## config.mk

```make
export PLATFORM = sky130hd
export DESIGN_NAME = text_console_writer_flat
export DESIGN_NICKNAME = d
export VERILOG_FILES = /design/src/rtl/text_console_writer_if.sv /design/src/rtl/text_console_writer.sv /design/src/flat_wrapper.sv
export SDC_FILE = /design/constraint.sdc
export NUM_CORES = 1
export LEC_CHECK = 0
export ABC_AREA = 1
export CORE_MARGIN = 10
export CORE_UTILIZATION = 55
export DETAILED_ROUTE_END_ITERATION = 16
export HOLD_SLACK_MARGIN = 0.03
export PLACE_DENSITY = 0.81
export SYNTH_ARGS = -nofsm -noshare
export SYNTH_HDL_FRONTEND = slang
export SYNTH_SLANG_ARGS = --single-unit
```

## constraint.sdc

```tcl
create_clock -name clk -period 4.7 [get_ports clk]
set_input_delay 0.705 -clock clk [delete_from_list [all_inputs] [get_ports clk]]
set_output_delay 0.705 -clock clk [all_outputs]
set_load 0.05 [all_outputs]
```

## src/rtl/text_console_writer_if.sv

```systemverilog
// +-----------------------------------------------------------------------+
// | text_console_writer_if                                                |
// | Byte stream in, character/colour buffer write port and cursor out.    |
// | Revision: 1.0                                                         |
// +-----------------------------------------------------------------------+
`default_nettype none

interface text_console_writer_if;
  logic       sL;
  logic       char_valid;
  logic [6:0] char_ascii;
  logic [5:0] char_colour;
  logic       char_ready;
  logic       wr_en;
  logic [6:0] wr_x;
  logic [5:0] wr_y;
  logic [6:0] wr_ascii;
  logic [5:0] wr_colour;
  logic [6:0] cur_x;
  logic [5:0] cur_y;

  // Byte source / buffer observer side
  modport master (
    output sL, char_valid, char_ascii, char_colour,
    input  char_ready, wr_en, wr_x, wr_y, wr_ascii, wr_colour, cur_x, cur_y
  );

  // Console writer side
  modport slave (
    input  sL, char_valid, char_ascii, char_colour,
    output char_ready, wr_en, wr_x, wr_y, wr_ascii, wr_colour, cur_x, cur_y
  );
endinterface

`default_nettype wire

```

## src/rtl/text_console_writer.sv

```systemverilog
// +-----------------------------------------------------------------------+
// | text_console_writer                                                   |
// | Turns an ASCII byte stream into cursor-driven text buffer writes.     |
// | Revision: 1.0                                                         |
// +-----------------------------------------------------------------------+
`default_nettype none

module text_console_writer (
  input  logic                 clk,
  input  logic                 reset,
  text_console_writer_if.slave bus
);

  typedef enum logic [1:0] {
    S_IDLE    = 2'd0,
    S_PEND    = 2'd1,
    S_CLR_ROW = 2'd2,
    S_CLR_SCR = 2'd3
  } state_t;

  localparam logic [6:0] c_COLS_SMALL = 7'd80;
  localparam logic [6:0] c_COLS_LARGE = 7'd40;
  localparam logic [5:0] c_TOP_SMALL  = 6'd59;
  localparam logic [5:0] c_TOP_LARGE  = 6'd29;
  localparam logic [6:0] c_SPACE      = 7'h20;
  localparam logic [5:0] c_BLACK      = 6'd0;

  state_t     r_state, w_state_nxt;
  logic       r_mode, w_mode_nxt;
  logic [6:0] r_cur_x, w_cur_x_nxt;
  logic [5:0] r_cur_y, w_cur_y_nxt;
  logic [6:0] r_clr_x, w_clr_x_nxt;
  logic [5:0] r_clr_y, w_clr_y_nxt;
  logic       r_wr_en, w_wr_en_nxt;
  logic [6:0] r_wr_x, w_wr_x_nxt;
  logic [5:0] r_wr_y, w_wr_y_nxt;
  logic [6:0] r_wr_ascii, w_wr_ascii_nxt;
  logic [5:0] r_wr_colour, w_wr_colour_nxt;

  logic [6:0] w_cols;
  logic [6:0] w_last_x;
  logic [5:0] w_top;
  logic [5:0] w_top_sl;
  logic [5:0] w_next_row;
  logic       w_mismatch;
  logic       w_accept;
  logic       w_printable;

  assign w_cols      = r_mode ? c_COLS_LARGE : c_COLS_SMALL;
  assign w_last_x    = w_cols - 7'd1;
  assign w_top       = r_mode ? c_TOP_LARGE : c_TOP_SMALL;
  assign w_top_sl    = bus.sL ? c_TOP_LARGE : c_TOP_SMALL;
  // Rows count down the screen, wrapping from the bottom back to the top
  assign w_next_row  = (r_cur_y == 6'd0) ? w_top : r_cur_y - 6'd1;
  assign w_mismatch  = (bus.sL != r_mode);
  assign w_printable = (bus.char_ascii >= 7'h20) && (bus.char_ascii != 7'h7F);

  assign bus.char_ready = (r_state == S_IDLE) && !w_mismatch;
  assign w_accept       = bus.char_valid && bus.char_ready;

  assign bus.wr_en     = r_wr_en;
  assign bus.wr_x      = r_wr_x;
  assign bus.wr_y      = r_wr_y;
  assign bus.wr_ascii  = r_wr_ascii;
  assign bus.wr_colour = r_wr_colour;
  assign bus.cur_x     = r_cur_x;
  assign bus.cur_y     = r_cur_y;

  always_comb begin
    w_state_nxt     = r_state;
    w_mode_nxt      = r_mode;
    w_cur_x_nxt     = r_cur_x;
    w_cur_y_nxt     = r_cur_y;
    w_clr_x_nxt     = r_clr_x;
    w_clr_y_nxt     = r_clr_y;
    w_wr_en_nxt     = 1'b0;
    w_wr_x_nxt      = r_wr_x;
    w_wr_y_nxt      = r_wr_y;
    w_wr_ascii_nxt  = r_wr_ascii;
    w_wr_colour_nxt = r_wr_colour;

    case (r_state)
      S_IDLE: begin
        if (w_mismatch) begin
          w_mode_nxt  = bus.sL;
          w_clr_x_nxt = 7'd0;
          w_clr_y_nxt = w_top_sl;
          w_state_nxt = S_CLR_SCR;
        end else if (w_accept) begin
          if (w_printable) begin
            w_wr_en_nxt     = 1'b1;
            w_wr_x_nxt      = r_cur_x;
            w_wr_y_nxt      = r_cur_y;
            w_wr_ascii_nxt  = bus.char_ascii;
            w_wr_colour_nxt = bus.char_colour;
            if (r_cur_x == w_last_x) begin
              w_cur_x_nxt = 7'd0;
              w_cur_y_nxt = w_next_row;
              w_state_nxt = S_PEND;
            end else begin
              w_cur_x_nxt = r_cur_x + 7'd1;
            end
          end else begin
            case (bus.char_ascii)
              7'h0A: begin
                // Column 0 of the new row is written now so the clear ends on time
                w_cur_x_nxt     = 7'd0;
                w_cur_y_nxt     = w_next_row;
                w_wr_en_nxt     = 1'b1;
                w_wr_x_nxt      = 7'd0;
                w_wr_y_nxt      = w_next_row;
                w_wr_ascii_nxt  = c_SPACE;
                w_wr_colour_nxt = c_BLACK;
                w_clr_x_nxt     = 7'd1;
                w_state_nxt     = S_CLR_ROW;
              end
              7'h0D: w_cur_x_nxt = 7'd0;
              7'h08: begin
                if (r_cur_x != 7'd0) begin
                  w_cur_x_nxt     = r_cur_x - 7'd1;
                  w_wr_en_nxt     = 1'b1;
                  w_wr_x_nxt      = r_cur_x - 7'd1;
                  w_wr_y_nxt      = r_cur_y;
                  w_wr_ascii_nxt  = c_SPACE;
                  w_wr_colour_nxt = c_BLACK;
                end
              end
              7'h0C: begin
                w_mode_nxt  = bus.sL;
                w_clr_x_nxt = 7'd0;
                w_clr_y_nxt = w_top_sl;
                w_state_nxt = S_CLR_SCR;
              end
              default: ;
            endcase
          end
        end
      end

      S_PEND: begin
        w_wr_en_nxt     = 1'b1;
        w_wr_x_nxt      = 7'd0;
        w_wr_y_nxt      = r_cur_y;
        w_wr_ascii_nxt  = c_SPACE;
        w_wr_colour_nxt = c_BLACK;
        w_clr_x_nxt     = 7'd1;
        w_state_nxt     = S_CLR_ROW;
      end

      S_CLR_ROW: begin
        if (r_clr_x == w_cols) begin
          w_state_nxt = S_IDLE;
        end else begin
          w_wr_en_nxt     = 1'b1;
          w_wr_x_nxt      = r_clr_x;
          w_wr_y_nxt      = r_cur_y;
          w_wr_ascii_nxt  = c_SPACE;
          w_wr_colour_nxt = c_BLACK;
          w_clr_x_nxt     = r_clr_x + 7'd1;
        end
      end

      S_CLR_SCR: begin
        w_wr_en_nxt     = 1'b1;
        w_wr_x_nxt      = r_clr_x;
        w_wr_y_nxt      = r_clr_y;
        w_wr_ascii_nxt  = c_SPACE;
        w_wr_colour_nxt = c_BLACK;
        if (r_clr_x == w_last_x) begin
          w_clr_x_nxt = 7'd0;
          if (r_clr_y == 6'd0) begin
            w_cur_x_nxt = 7'd0;
            w_cur_y_nxt = w_top;
            w_state_nxt = S_IDLE;
          end else begin
            w_clr_y_nxt = r_clr_y - 6'd1;
          end
        end else begin
          w_clr_x_nxt = r_clr_x + 7'd1;
        end
      end

      default: w_state_nxt = S_IDLE;
    endcase
  end

  always_ff @(posedge clk) begin
    if (reset) begin
      r_state     <= S_CLR_SCR;
      r_mode      <= bus.sL;
      r_cur_x     <= 7'd0;
      r_cur_y     <= w_top_sl;
      r_clr_x     <= 7'd0;
      r_clr_y     <= w_top_sl;
      r_wr_en     <= 1'b0;
      r_wr_x      <= 7'd0;
      r_wr_y      <= 6'd0;
      r_wr_ascii  <= 7'd0;
      r_wr_colour <= 6'd0;
    end else begin
      r_state     <= w_state_nxt;
      r_mode      <= w_mode_nxt;
      r_cur_x     <= w_cur_x_nxt;
      r_cur_y     <= w_cur_y_nxt;
      r_clr_x     <= w_clr_x_nxt;
      r_clr_y     <= w_clr_y_nxt;
      r_wr_en     <= w_wr_en_nxt;
      r_wr_x      <= w_wr_x_nxt;
      r_wr_y      <= w_wr_y_nxt;
      r_wr_ascii  <= w_wr_ascii_nxt;
      r_wr_colour <= w_wr_colour_nxt;
    end
  end

endmodule

`default_nettype wire

```

## src/flat_wrapper.sv

```systemverilog
// flat-port wrapper written by rule: the top's interface ports become plain ports
module text_console_writer_flat 
  (clk, reset, bus_sL, bus_char_valid, bus_char_ascii, bus_char_colour, bus_char_ready, bus_wr_en, bus_wr_x, bus_wr_y, bus_wr_ascii, bus_wr_colour, bus_cur_x, bus_cur_y);
  text_console_writer_if bus_i ();
  input  logic clk;
  input  logic reset;
  input wire logic [$bits(bus_i.sL)-1:0] bus_sL;
  input wire logic [$bits(bus_i.char_valid)-1:0] bus_char_valid;
  input wire logic [$bits(bus_i.char_ascii)-1:0] bus_char_ascii;
  input wire logic [$bits(bus_i.char_colour)-1:0] bus_char_colour;
  output wire logic [$bits(bus_i.char_ready)-1:0] bus_char_ready;
  output wire logic [$bits(bus_i.wr_en)-1:0] bus_wr_en;
  output wire logic [$bits(bus_i.wr_x)-1:0] bus_wr_x;
  output wire logic [$bits(bus_i.wr_y)-1:0] bus_wr_y;
  output wire logic [$bits(bus_i.wr_ascii)-1:0] bus_wr_ascii;
  output wire logic [$bits(bus_i.wr_colour)-1:0] bus_wr_colour;
  output wire logic [$bits(bus_i.cur_x)-1:0] bus_cur_x;
  output wire logic [$bits(bus_i.cur_y)-1:0] bus_cur_y;
  assign bus_i.sL = bus_sL;
  assign bus_i.char_valid = bus_char_valid;
  assign bus_i.char_ascii = bus_char_ascii;
  assign bus_i.char_colour = bus_char_colour;
  assign bus_char_ready = bus_i.char_ready;
  assign bus_wr_en = bus_i.wr_en;
  assign bus_wr_x = bus_i.wr_x;
  assign bus_wr_y = bus_i.wr_y;
  assign bus_wr_ascii = bus_i.wr_ascii;
  assign bus_wr_colour = bus_i.wr_colour;
  assign bus_cur_x = bus_i.cur_x;
  assign bus_cur_y = bus_i.cur_y;
  text_console_writer u_core (.clk(clk), .reset(reset), .bus(bus_i));
endmodule
```

==> impl_metrics.tcl, run 1 <==
set metrics [dict create \
    slew_headroom 0.3222 \
    rsz0062_at_grt "false" \
    initial_core_util 0.5779 \
    p_sw_frac 0.2820 \
    grt_pass1_wl_um 18820 \
    clockBufferDepth 2 \
    setup_viol 0 \
    layout_commonest_cell "nand2_1" \
    core-area_mm2 0.006907 \
    p_leak_nw 2.221 \
    dr.pass1.iters 6 \
    timing.final.ws_setup_ns 1.332 \
    grt_overflow 0 \
    final_cell_mix "nand2_1, nor2_1, inv_1" \
    routed_wl_um 11310 \
    synth_top_area_frac 0.2157 \
    end_kind "primary output" \
    path_clk_slew_ns 0.10 \
    place_ws_ns 1.392 \
    final_net_count 708 \
    intPower_mw 0.6587 \
    worstPathCellList "clkdlybuf4s50_1 -> inv_2 -> nand2_1 -> nand2_2 -> nor2_1 -> clkdlybuf4s50_1" \
    power_density_mw_per_mm2 197.7 \
    ant_nets 0 \
    crit_fanout 5 \
    portBuffers 57 \
    worstPathRequired_ns 3.99 \
    num_rows 30 \
    skew_ns 0.005624 \
    num_vias 4271 \
    post-cts-setup-buffers 0 \
    io_pins 58 \
    syn_inst 634 \
    cts_resized 0 \
    crit_top_cell "clkdlybuf4s50_1" \
    dpl.hpwl_um 8579 \
    cts_tree "done" \
    status "complete, no violations" \
    drt_iter0_drc 337 \
    final_core_util 0.6719 \
    cp-start-kind "input port" \
    period_share 0.7167 \
    area_growth_pct 16.27 \
    drv_cap 0 \
    die_w_um 105.2 \
    hold_buffers 0 \
    syn-num-nets 664 \
    ir_worst_vdd_mv 0.1260 \
    netlist_top_cells_area "dfxtp_1, nand2_1, edfxtp_1" \
    comb_power_share 0.150 \
    grt_max_degree 35 \
    cts.sinks 56 \
    critical_path.top_delay_family "buffers and inverters" \
    cts_root_buffer "clkbuf_8" \
    power_frac_clock 0.285 \
    worstSkewPairLatency_ns 0.32 \
    diodes 0 \
    hp-class "register to register" \
    yosys_warnings 0 \
    grt_pass1_vias 3834 \
    critPathBufInv 3 \
    track_usage 0.2013 \
    stdcell_area_mm2 0.004641 \
    avgRoutedWirePerCell_um 14.59 \
    ys_seq_area_frac 0.3135 \
    via_per_inst 5.511 \
    tightest_slew_ns 1.016 \
    fillCellCount 647 \
    yosysTopAreaCell "dfxtp_1" \
    worst_hold_slack_ns 0.4882 \
    drv_slew 0 \
    switchingPower_mw 0.2586 \
    die_area_mm2 0.01106 \
    final_layout_size_suffix_gt1_frac 0.06333 \
    setup_tns_ns 0 \
    crit_type "input port to primary output" \
    arrival_ns 2.66 \
    cts_buffers 5 \
    gp_congestion 0.9507 \
    synth.avg_cell_area_um2 6.295 \
    fmax_mhz 296.9 \
    drc 0 \
    ys_ff_latch 56 \
    ys_types 36 \
    max_stage_delay_ns 0.89 \
    htree_levels 2 \
    seqPwrFrac 0.564 \
    antenna_found_initial 0 \
    worst_path_max_delay_cell "clkdlybuf4s50_1" \
    syn_area_mm2 0.003991 \
    hold_viol 0 \
    place_area_mm2 0.004554 \
    fp.dieH_um 105.2 \
    fin_crit_ns 3.368 \
]
[state kept, by name, summed over array words and instances (netlist names)]
name and count:
u_core.bus.cur_x 7, u_core.bus.cur_y 6, u_core.bus.wr_ascii 7, u_core.bus.wr_colour 6
u_core.bus.wr_en 1, u_core.bus.wr_x 7, u_core.bus.wr_y 6, u_core.r_clr_x 7
u_core.r_clr_y 6, u_core.r_mode 1, u_core.r_state 2
[cells in the mapped netlist (all sizes together)]
master  count
o21ai      41
buf        12
a21oi      31
nand2     203
nor2      102
nor3        7
o31ai       1
xor2        1
inv        73
a31oi       1
edfxtp     13
clkinv      1
o22ai       2
xnor2       2
nand4       9
o211ai      6
o221ai      2
nand3      59
clkbuf      9
nand3b      3
ha         13
dfxtp      43
[stage by stage]
step,instances,power (mW)
global placement,767,0.6630
CTS,775,0.9223
global route,775,0.9637
detailed placement,767,0.6659
finish,775,0.9173
floorplan,634,0.6169
[area by class of cell]
cell class | instances | area, um2 | share of cell area
tap | 96 | 120.1 | 0.02588
clock buffer | 5 | 68.82 | 0.01483
multi-input combinational | 483 | 2313 | 0.4985
inverter | 74 | 291.5 | 0.06282
sequential | 56 | 1251 | 0.2696
clock inverter | 3 | 17.52 | 0.003775
timing repair buffer | 58 | 578.1 | 0.1246
[worst reg2reg max path, delay by kind of cell (launching register included)]
family                   cells  cell delay (ns)
flip-flops                   1             0.35
buffers and inverters        3             0.89
adder cells (fa/ha/maj)      1             0.63
AND/OR/NAND/NOR              3             0.93
AO/OA/AOI/OAI                1             0.10
[cell families (layout without fill, tap and decap cells)]
family,Yosys count,in the layout,share of synthesized area
AOI/OAI and AO/OA,84,84,0.1144
xor gates and xnor gates,3,3,0.006584
adders and majority gates,13,13,0.04075
buffers and inverters,95,140,0.1069
DFF,56,56,0.3135
and+or+nand+nor,383,383,0.4179
[power groups by stage]
stage | clock, mW | combinational, mW | sequential (mW)
after detailed placement | 0 | 0.137 | 0.529
final | 0.262 | 0.138 | 0.518
after global routing | 0.292 | 0.152 | 0.520
after CTS | 0.267 | 0.138 | 0.518
after global placement | 0 | 0.135 | 0.528
after floorplan | 0 | 0.0681 | 0.549
[path summary, 6_finish.rpt]
path / from / to / slack [ns] / cells after the start
setup / recovery: bus_sL / bus_char_ready / 1.33 / 6
setup reg to reg: u_core.r_state[0] / u_core.bus.wr_ascii[0] / 1.73 / 8
hold reg to reg: u_core.bus.wr_y[2] / u_core.bus.wr_y[2] / 0.49 / 2
hold / removal: u_core.bus.wr_y[2] / u_core.bus.wr_y[2] / 0.49 / 2
[routing by layer]
metal,up-vias,track usage,routed length (um)
met5,-,0,0
met4,0,0.05784,169
met3,19,0.05098,909
met2,176,0.3413,5556
met1,1953,0.2443,4671
li1,2123,-,-
Note: power is estimated with default switching activity, not from simulation.
==> inputs of run 2 (changes only) <==
--- a/config.mk
+++ b/config.mk
@@ -7,10 +7,10 @@
 export LEC_CHECK = 0
 export ABC_AREA = 1
 export CORE_MARGIN = 10
-export CORE_UTILIZATION = 55
+export CORE_UTILIZATION = 50
 export DETAILED_ROUTE_END_ITERATION = 16
 export HOLD_SLACK_MARGIN = 0.03
-export PLACE_DENSITY = 0.81
+export PLACE_DENSITY = 0.77
 export SYNTH_ARGS = -nofsm -noshare
 export SYNTH_HDL_FRONTEND = slang
 export SYNTH_SLANG_ARGS = --single-unit
==> constraint.sdc (replaced) <==
create_clock -name clk -period 3 [get_ports clk]
set_input_delay 0.45 -clock clk [delete_from_list [all_inputs] [get_ports clk]]
set_output_delay 0.45 -clock clk [all_outputs]
set_load 0.05 [all_outputs]
==> run 2 against run 1 <==
Combinational power increased by 61%; power rose by 66%; first-iteration DRC count is 30% lower; routed wire length up 2.6%; utilization fell by 5.9 points; critical path depth shrank 1; non-clock buffer count rose by 9; die area is 8.1% higher; clock skew rose by 0.0033 ns; sequential share of layout area shrank 0.55 points; largest cell class unchanged; highest routed layer unchanged.
==> impl_metrics.tcl, run 2 (same netlist as run 1, synthesis figures left out) <==
set metrics [dict create \
    track_usage 0.1946 \
    core-area_mm2 0.007727 \
    area_growth_pct 18.68 \
    crit_top_cell "inv_1" \
    dpl.hpwl_um 8860 \
    htree_levels 2 \
    fp.dieH_um 109.3 \
    final_layout_size_suffix_gt1_frac 0.07849 \
    critPathBufInv 3 \
    hp-start "u_core.bus.wr_y[2]" \
    hp-class "register to register" \
    num_rows 32 \
    fin_crit_ns 2.323 \
    worst_path_max_delay_cell "dfxtp_1" \
    fmax_mhz 430.5 \
    end_kind "primary output" \
    drv_cap 0 \
    final_net_count 717 \
    post-cts-setup-buffers 0 \
    worst_hold_slack_ns 0.4884 \
    cts_tree "done" \
    drt_iter0_drc 236 \
    period_share 0.7742 \
    path_clk_slew_ns 0.11 \
    diodes 0 \
    fin_cells 790 \
    final_cell_mix "nand2_1, nor2_1, inv_1" \
    rsz0062_at_grt "false" \
    avgRoutedWirePerCell_um 14.68 \
    whs_path_depth 2 \
    ir_worst_vdd_mv 0.1987 \
    total_power_mw 1.519 \
    status "complete, no violations" \
    arrival_ns 1.87 \
    worstPathCellList "inv_1 -> ha_1 -> inv_1 -> nor2_1 -> buf_4" \
    initial_core_util 0.5165 \
    grt_pass1_wl_um 19050 \
    antenna_found_initial 0 \
    portBuffers 57 \
    routed_wl_um 11590 \
    die_w_um 109.3 \
    worstSkewPairLatency_ns 0.32 \
    r2r-end "u_core.bus.cur_y[4]" \
    critical_path.top_delay_family "buffers and inverters" \
    cts_resized 0 \
    reg2reg_depth 7 \
    dp.cells 782 \
    die_area_mm2 0.01196 \
    ant_nets 0 \
    power_density_mw_per_mm2 320.7 \
    hold_viol 0 \
    final_core_util 0.6130 \
    grt_overflow 0 \
    setup_viol 0 \
    grt_pass1_vias 3997 \
    dr.pass1.iters 4 \
    hold-path-endpoint "u_core.bus.wr_y[2]" \
    worstPathRequired_ns 2.55 \
    cts_buffers 5 \
    tightest_slew_ns 0.5320 \
    p_leak_nw 2.285 \
    cts_root_buffer "clkbuf_8" \
    max_stage_delay_ns 0.36 \
    cp-start-kind "register" \
    clockBufferDepth 2 \
    cts.sinks 56 \
    drc 0 \
    setup_tns_ns 0 \
    fillCellCount 758 \
    skew_ns 0.008897 \
    gp_congestion 0.9555 \
    slew_headroom 0.6442 \
    grt_max_degree 30 \
    io_pins 58 \
    crit_fanout 6 \
    rr_startpoint "u_core.r_state[0]" \
    crit_type "register to primary output" \
    reg2reg_slack_ns 0.77 \
    hold_buffers 0 \
    layout_commonest_cell "nand2_1" \
    via_per_inst 5.349 \
    drv_slew 0 \
    num_vias 4226 \
]
[run 2: cell count changes in the layout (fill, tap and decap cells not counted)]
cell / previous run / this run
clkinv_2: 1 / 2
buf_4: 1 / 11
inv_8: 0 / 1
inv_4: 4 / 3
clkbuf_16: 0 / 1
clkinv_1: 1 / 0
clkdlybuf4s50_1: 57 / 56
clkinvlp_4: 1 / 0
[run 2: area by class of cell]
class	instances	area, um2	share of cell area
Clock inverter	2	16.27	0.003434
Timing Repair Buffer	67	643.1	0.1358
Sequential cell	56	1251	0.2641
Tap cell	102	127.6	0.02694
Clock buffer	6	93.84	0.01981
Inverter	74	291.5	0.06154
Multi-Input combinational cell	483	2313	0.4884
[run 2: how the worst max path moves through the flow]
| stage | start | to | slack, ns | depth (start not counted) |
|---|---|---|---|---|
| after floorplan | u_core.bus.cur_x[0] | u_core.bus.cur_y[0] | 0.74 | 7 |
| after global placement | bus_char_ascii[4] | u_core.r_clr_y[4] | 0.50 | 10 |
| after detailed placement | bus_char_ascii[4] | u_core.r_clr_y[5] | 0.51 | 10 |
| after CTS | u_core.r_state[0] | bus_char_ready | 0.72 | 5 |
| after global routing | u_core.r_state[0] | u_core.bus.cur_y[4] | 0.56 | 7 |
| final | u_core.r_state[0] | bus_char_ready | 0.68 | 5 |
[run 2: worst register-to-register path, cell delays in order, from the launching register on]
cell and delay (ns):
dfxtp_1 0.40, ha_1 0.36, inv_1 0.30, nor2_1 0.30
inv_1 0.19, o211ai_1 0.21, a21oi_1 0.07, buf_4 0.17
[run 2: layer usage]
metal,vias up,track usage,wire [um]
li1,2131,-,-
met1,1953,0.2383,4976
met2,121,0.3296,5602
met3,21,0.03862,748
met4,0,0.07435,267
met5,-,0,0
[run 2: metrics by stage]
step | cell area (um2) | setup slack (ns)
2_1_floorplan | 3991 | 0.7362
3_3_place_gp | 4627 | 0.5014
3_5_place_dp | 4627 | 0.5085
4_1_cts | 4737 | 0.7154
5_1_grt | 4737 | 0.5556
6_report | 4737 | 0.6774
[run 2: report_power, final]
part / internal [mW] / leakage, nW / total (mW) / switching (mW)
Clock: 0.220 / 0.0582 / 0.487 / 0.267
Combinational: 0.0812 / 1.77 / 0.222 / 0.141
Sequential: 0.793 / 0.460 / 0.811 / 0.0182
